**src/rtl/cpu_pipe_pkg.sv**
```systemverilog
// Shared pipeline definitions: the EX/MEM payload layout and the occupancy
// state encoding used by the stage register.
package cpu_pipe_pkg;

  typedef struct packed {
    logic [31:0] aluout;
    logic [31:0] writedata;
    logic [4:0]  writereg;
    logic        memtoreg;
    logic        memwrite;
    logic        regwrite;
    logic [2:0]  fc;
  } ex_mem_t;

  localparam int unsigned EX_MEM_W = $bits(ex_mem_t);

  // Bit 0 = MAIN valid, bit 1 = SKID valid, so both flags are raw flop outputs.
  typedef enum logic [1:0] {
    ST_EMPTY = 2'b00,
    ST_ONE   = 2'b01,
    ST_FULL  = 2'b11
  } occ_e;

  function automatic logic [1:0] occ_count(input occ_e s);
    unique case (s)
      ST_ONE:  occ_count = 2'd1;
      ST_FULL: occ_count = 2'd2;
      default: occ_count = 2'd0;
    endcase
  endfunction

endpackage

```
**src/rtl/pipe_data_reg.sv**
```systemverilog
// Payload register with load enable and optional synchronous clear.
module pipe_data_reg #(
  parameter int unsigned W     = 75,
  parameter bit          CLEAR = 1'b1
) (
  input  logic         clk,
  input  logic         rst,
  input  logic         en,
  input  logic [W-1:0] d,
  output logic [W-1:0] q
);

  always_ff @(posedge clk) begin
    if (CLEAR && rst) begin
      q <= '0;
    end else if (en) begin
      q <= d;
    end
  end

endmodule

```
**src/rtl/ex_mem_stage_skid.sv**
```systemverilog
// EX->MEM pipeline stage: valid/ready handshake with stall and flush, plus an
// optional second (skid) entry that makes in_ready a registered signal.
module ex_mem_stage_skid
  import cpu_pipe_pkg::*;
#(
  parameter int unsigned PAYLOAD_W  = EX_MEM_W,
  parameter bit          SKID       = 1'b1,
  parameter bit          RESET_DATA = 1'b1
) (
  input  logic                 clk,
  input  logic                 rst,
  input  logic                 flush,
  input  logic                 in_valid,
  output logic                 in_ready,
  input  logic [PAYLOAD_W-1:0] in_data,
  output logic                 out_valid,
  input  logic                 out_ready,
  output logic [PAYLOAD_W-1:0] out_data,
  output logic [1:0]           occupancy
);

  occ_e                 state_q, state_d;
  logic                 skid_valid;
  logic                 accept, pop;
  logic                 main_en, skid_en, main_from_skid;
  logic [PAYLOAD_W-1:0] main_d, skid_q;

  assign out_valid  = state_q[0];
  assign skid_valid = state_q[1];
  assign occupancy  = occ_count(state_q);

  assign in_ready = SKID ? ~skid_valid : (~out_valid | out_ready);
  assign accept   = in_valid & in_ready;
  assign pop      = out_valid & out_ready;

  always_ff @(posedge clk) begin
    if (rst) begin
      state_q <= ST_EMPTY;
    end else begin
      state_q <= state_d;
    end
  end

  always_comb begin
    state_d        = state_q;
    main_en        = 1'b0;
    skid_en        = 1'b0;
    main_from_skid = 1'b0;
    unique case (state_q)
      ST_EMPTY: begin
        if (accept) begin
          main_en = 1'b1;
          state_d = ST_ONE;
        end
      end
      ST_ONE: begin
        if (accept && pop) begin
          main_en = 1'b1;
        end else if (accept) begin
          // Only reachable with SKID=1: without a skid, accept implies pop here.
          skid_en = 1'b1;
          state_d = ST_FULL;
        end else if (pop) begin
          state_d = ST_EMPTY;
        end
      end
      ST_FULL: begin
        if (pop) begin
          main_en        = 1'b1;
          main_from_skid = 1'b1;
          state_d        = ST_ONE;
        end
      end
      default: state_d = ST_EMPTY;
    endcase
    if (flush) begin
      state_d = ST_EMPTY;
      main_en = 1'b0;
      skid_en = 1'b0;
    end
  end

  assign main_d = main_from_skid ? skid_q : in_data;

  pipe_data_reg #(.W(PAYLOAD_W), .CLEAR(RESET_DATA)) u_main (
    .clk (clk),
    .rst (rst),
    .en  (main_en),
    .d   (main_d),
    .q   (out_data)
  );

  generate
    if (SKID) begin : g_skid
      pipe_data_reg #(.W(PAYLOAD_W), .CLEAR(RESET_DATA)) u_skid (
        .clk (clk),
        .rst (rst),
        .en  (skid_en),
        .d   (in_data),
        .q   (skid_q)
      );
    end else begin : g_noskid
      assign skid_q = '0;
    end
  endgenerate

endmodule

```
**config.mk**
```make
export PLATFORM = sky130hd
export DESIGN_NAME = ex_mem_stage_skid
export DESIGN_NICKNAME = d
export VERILOG_FILES = /design/src/rtl/cpu_pipe_pkg.sv /design/src/rtl/pipe_data_reg.sv /design/src/rtl/ex_mem_stage_skid.sv
export SDC_FILE = /design/constraint.sdc
export NUM_CORES = 1
export LEC_CHECK = 0
export CORE_UTILIZATION = 27
export DETAILED_ROUTE_END_ITERATION = 7
export HOLD_SLACK_MARGIN = 0.1
export PLACE_DENSITY_LB_ADDON = 0.1
export SLEW_MARGIN = 20
export SYNTH_ARGS = -nofsm -noshare
export SYNTH_HDL_FRONTEND = slang
export SYNTH_SLANG_ARGS = --single-unit
```
**constraint.sdc**
```tcl
create_clock -name clk -period 2.3 [get_ports clk]
set_input_delay 0.23 -clock clk [delete_from_list [all_inputs] [get_ports clk]]
set_output_delay 0.23 -clock clk [all_outputs]
set_load 0.05 [all_outputs]
```
# Word level (Yosys, flattened, before mapping)
# Cells that the tools add are included.
[word_totals]
register_bits = 152
out_inout_bits = 79
wordCells = 33
[classes]
eq_ne = 6
muxes = 17
n_bitwise = 3
n_reduce_logical = 4
[op_table]
columns = ["op", "count"]
rows = [
  ["75-bit two-way mux", 1],
  ["2-bit two-way mux", 5],
  ["1-bit two-way mux", 8],
  ["2-bit inequality test, second input constant", 3],
  ["2-bit one-hot mux with 3 select lines", 1],
  ["2-bit one-hot mux with 2 select lines", 1],
  ["4-bit AND reduction", 1],
  ["3-bit inequality test, second input constant", 1],
  ["1-bit one-hot mux with 3 select lines", 1],
  ["1-bit AND", 2],
  ["2-bit by 1-bit == test with 1-bit output, second input constant", 1],
  ["2-bit == test, second input constant", 1],
  ["2-bit logical NOT", 1],
  ["2-bit OR reduction", 1],
  ["1-bit logical AND", 1],
  ["1-bit NOT", 1],
]

# Depth between registers and ports, before layout
[depth]
ltp_word = 6
depth_mapped = 8
depth_no_buf = 6

# By module
# A second synthesis with hierarchy kept.
[unflattened]
hier_cells = 595
area_unflattened_um2 = 6713.9
[by_module_without_submodules]
columns = ["module", "instances", "cells_each", "area_each_um2", "seq_area_each_um2"]
rows = [
  ["pipe_data_reg", 2, 242, 2716.4, 1501.4],
  ["ex_mem_stage_skid", 1, 111, 1281.2, 40.0],
]

# Worst setup path before layout
# Ideal clock, no wire load.
[synth_timing]
path_type = "register to register"
from = "reg state_q[0]"
to = "reg u_main.q[10]"
setup_time_ps = 81
arrival_time_ps = 2515
t_required_ps = 2219
path_slack_ps = -296
stages_incl_launch_ff = 9
n_path_buf = 3
synth_period_minus_slack_ps = 2596
cell_sequence = "dfxtp_1 ha_1 and3_1 buf_2 a221o_1 buf_2 buf_1 a21oi_1 a211oi_2"
[synth_between]
elab_chain_cells = 5
word_cells_on_any_way = 11
classes_between = "eq/ne: 2; mux: 6; bitwise: 1; reduce/logical: 2"
[synth_lines]
columns = ["element", "line", "rtl"]
rows = [
  ["start, declared", "ex_mem_stage_skid.sv:22", "occ_e state_q, state_d;"],
  ["start signal, assigned", "ex_mem_stage_skid.sv:40", "state_q <= state_d;"],
  ["1-bit AND", "ex_mem_stage_skid.sv:34", "assign pop = out_valid & out_ready;"],
  ["1-bit logical AND", "ex_mem_stage_skid.sv:57", "if (accept && pop) begin"],
  ["1-bit two-way mux", "ex_mem_stage_skid.sv:57", ""],
  ["1-bit one-hot mux with 3 select lines", "ex_mem_stage_skid.sv:49", "unique case (state_q)"],
  ["1-bit two-way mux", "ex_mem_stage_skid.sv:76", "if (flush) begin"],
  ["end signal, assigned", "pipe_data_reg.sv:15", "q <= '0;"],
  ["end signal, assigned", "pipe_data_reg.sv:17", "q <= d;"],
  ["end, declared", "pipe_data_reg.sv:10", "output logic [W-1:0] q"],
]
# Parallel ways exist; a longest one is shown, timed or not.
# A chain may end at the register's enable or synchronous reset.

# Final worst setup path
[layout_timing]
from = "reg state_q[1]"
to = "out occupancy[1]"
[layout_between]
elab_chain_cells = 2
word_cells_on_any_way = 3
classes_between = "eq/ne: 2; mux: 1"
[layout_lines]
columns = ["element", "line", "rtl"]
rows = [
  ["2-bit == test / 2-bit by 1-bit == test with 1-bit output (equally long branches)", "cpu_pipe_pkg.sv:25", "unique case (s)"],
  ["2-bit one-hot mux with 2 select lines (*)", "cpu_pipe_pkg.sv:25", ""],
  ["end, declared", "ex_mem_stage_skid.sv:19", "output logic [1:0] occupancy"],
]
# Mark *: on every way between the ends. The rest lies on a longest branch, timed or not.

==> impl_metrics.py <==
metrics = {
    "synth": {
        "ys_seq_area_frac": 0.4739,
        "ys_top_cells_by_count": "155 x nand2_1, 152 x a21oi_1, 152 x dfxtp_1",
        "yosys-top-cells-area": "dfxtp_1 47%, mux2i_1 12%, a21oi_1 12%",
        "synth_nets": 780,
        "ys_warn_count": 0,
        "syn_area_um2": 6421,
        "synth_area_leader_cell": "dfxtp_1",
        "synth.avg_cell_area_um2": 9.226,
        "synthArstFlopShare": 0,
        "ys_seq_elements": 152,
        "syn_inst": 696,
        "netlist.area_leader.share": 0.4739,
        "synth.most_common_cell": "nand2_1",
        "ys.flop_type": "dfxtp_1",
        "ys_types": 23,
        "synth_edf_count": 0,
    },
    "route": {
        "finalWirelength_um": 19200,
        "antenna_left": 0,
        "vias": 5472,
        "drt_iter0_drc": 255,
        "drt-pass1-iter-count": 4,
        "drc_errors": 0,
        "vias_per_cell": 4.734,
        "wl_per_cell_um": 16.61,
    },
    "critical_path": {
        "timing.rr.start": "state_q[1]",
        "slowest_stage": "clkdlybuf4s50_1",
        "r2r_cells": 7,
        "crit_required_ns": 2.07,
        "endpoint_kind": "primary output",
        "worstPathBufferInverterCount": 1,
        "worstSetupPathType": "reg -> out",
        "crit_arrival_ns": 1.92,
        "cp_num_cells": 2,
        "path_cells": "ha_2 > clkdlybuf4s50_1",
        "slowest_delay_ns": 0.81,
        "startpoint_type": "flop",
        "critical_path.top_delay_family": "buffers and inverters",
        "crit_fanout": 7,
        "rr_endpoint": "u_main.q[39]",
        "rrSetupSlack_ns": 0.23,
    },
    "timing": {
        "final_hold_viol_count": 0,
        "slew_viol_final": 0,
        "worst_pin_slew_ns": 0.5595,
        "fin_skew_ns": 0.008541,
        "finalCriticalPeriod_ns": 2.149,
        "grt_setup_unrepaired": "false",
        "slew_headroom": 0.6258,
        "setup_viol": 0,
        "finalCritPeriodShare": 0.9345,
        "tns_ns": 0,
        "fmax_ghz": 0.4653,
    },
    "flow_run": {
        "maxCapViolations": 0,
    },
    "grt": {
        "use_met3": 0.04625,
        "grtUsageMet2": 0.2772,
        "grt_pass1_vias": 5567,
        "grt_start_max_net_pins": 60,
        "overflow": 0,
        "busiest_layer": "met2",
        "use_met1": 0.1864,
        "grt.total_usage": 0.1594,
        "grt_antenna_before_repair": 0,
        "grt_pass1_wl_um": 30040,
    },
    "floorplan": {
        "io_pins": 159,
        "core-area_um2": 23400,
        "die_y_um": 156.2,
        "die_width_um": 156.2,
        "initial_utilization": 0.2744,
        "rows": 56,
        "die_area_um2": 24400,
    },
    "power_and_ir_drop": {
        "p_sw_uw": 1968,
        "pwr-share-seq": 0.397,
        "pwr-share-clk": 0.430,
        "p_sw_frac": 0.2760,
        "ir_drop_mv": 0.3989,
        "pwr_density_cell_nw_per_um2": 788.8,
        "pwr-share-comb": 0.173,
        "internal_power_uw": 5161,
        "cellLeakagePower_uw": 0.002834,
    },
    "worst_hold_path": {
        "hold_start": "rst",
        "min_to": "g_skid.u_skid.q[66]",
        "hold_path_class": "in -> reg",
        "hold_path_depth": 2,
    },
    "cts": {
        "holdBufCountCts": 0,
        "post_cts_buffers": 0,
        "cts-resized-gates": 0,
        "numClockSinks": 152,
        "tritoncts": "yes",
        "cts_root_buffer": "clkbuf_16",
        "numCtsBuffers": 17,
        "cts.path.max_buffers": 2,
        "clkLatencyLatePin_ns": 0.42,
        "clk_pin_slew_ns": 0.06,
        "htreeDepth": 4,
    },
    "placement": {
        "port_buffers": 158,
        "finalWeightedCongestion": 0.7891,
        "hpwl_um": 11860,
    },
    "outcome": {
        "status": "finished clean",
    },
    "layout": {
        "final_nets": 908,
        "syn_to_final_growth_pct": 40.74,
        "fin_util": 0.3862,
        "fillers": 2318,
        "antennaDiodeCount": 0,
        "drive_gt1_frac": 0.1290,
    },
}
## cells by family after synthesis
group | after synthesis | share of synthesized area
simple gates | 166 | 0.1011
mux | 77 | 0.1200
buf+inv | 68 | 0.04910
fa+ha+maj | 4 | 0.007795
compound gates | 229 | 0.2481
flops | 152 | 0.4739
## power groups by stage
stage          Sequential (µW)  Clock, µW  Combinational, µW
2_1_floorplan             3230          0                407
3_3_place_gp              2890          0               1220
3_5_place_dp              2890          0               1240
4_1_cts                   2830       3160               1240
5_1_grt                   2840       3280               1310
6_report                  2830       3070               1230
## registers in the layout (all words and copies together) (netlist names)
| register | flops |
|---|---|
| g_skid.u_skid.q | 75 |
| u_main.q | 75 |
| state_q | 2 |
## worst max path at each step
| stage | to | from | slack (ns) |
|---|---|---|---|
| after floorplan | u_main.q[10] | state_q[1] | 0.05 |
| after global placement | u_main.q[39] | out_ready | 0.25 |
| after detailed placement | u_main.q[64] | out_ready | 0.22 |
| after CTS | occupancy[0] | state_q[1] | 0.13 |
| after global routing | occupancy[0] | state_q[1] | 0.07 |
| final | occupancy[1] | state_q[1] | 0.15 |
## worst reg2reg max path: cells and delay by family, from the launching register on
family / cells / cell delay (ns)
AOI/OAI and AO/OA: 3 / 0.69
buffers and inverters: 2 / 0.42
DFF: 1 / 0.44
and+or+nand+nor: 1 / 0.19
adders and majority gates: 1 / 0.19
## metrics by stage
| stage | total power [µW] | worst slack, ns | instance area, µm² | cells | hold WS, ns |
|---|---|---|---|---|---|
| after floorplan | 3633 | 0.05173 | 6437 | 696 | 0.3660 |
| after global placement | 4112 | 0.2450 | 8387 | 1124 | 0.4407 |
| after detailed placement | 4129 | 0.2199 | 8387 | 1124 | 0.4468 |
| after CTS | 7238 | 0.1296 | 9037 | 1156 | 0.2489 |
| after global routing | 7430 | 0.06996 | 9037 | 1156 | 0.2595 |
| final | 7129 | 0.1506 | 9037 | 1156 | 0.2467 |
## metal layers
| layer | vias up | wire length (µm) |
|---|---|---|
| met3 | 14 | 977 |
| met4 | 0 | 221 |
| met5 | - | 0 |
| met2 | 112 | 9423 |
| li1 | 2709 | - |
| met1 | 2637 | 8574 |
## layout make-up
type                            instances  area, µm²  area share
Multi-Input combinational cell        476       3100      0.3431
Sequential cell                       152       3044      0.3368
Timing Repair Buffer                  175       1836      0.2031
Clock buffer                           22      484.2     0.05358
Tap cell                              319      399.1     0.04416
Clock inverter                         10      166.4     0.01841
Inverter                                2      7.507   0.0008307
## cells in the final DEF, fill, tap and decap left out, types with 2 or more instances in the layout
cell             count
nand2_1            155
dfxtp_1            151
a211oi_2            50
ha_1                 2
clkbuf_8             4
clkdlybuf4s50_1    157
buf_4                7
buf_12              10
nand3b_1             2
a21oi_1            152
a211oi_1            25
inv_1                2
clkinv_4             3
clkbuf_16           17
mux2i_1             77
clkinvlp_4           2
bufinv_16            4
No activity file was read; power rests on OpenSTA's default activity.
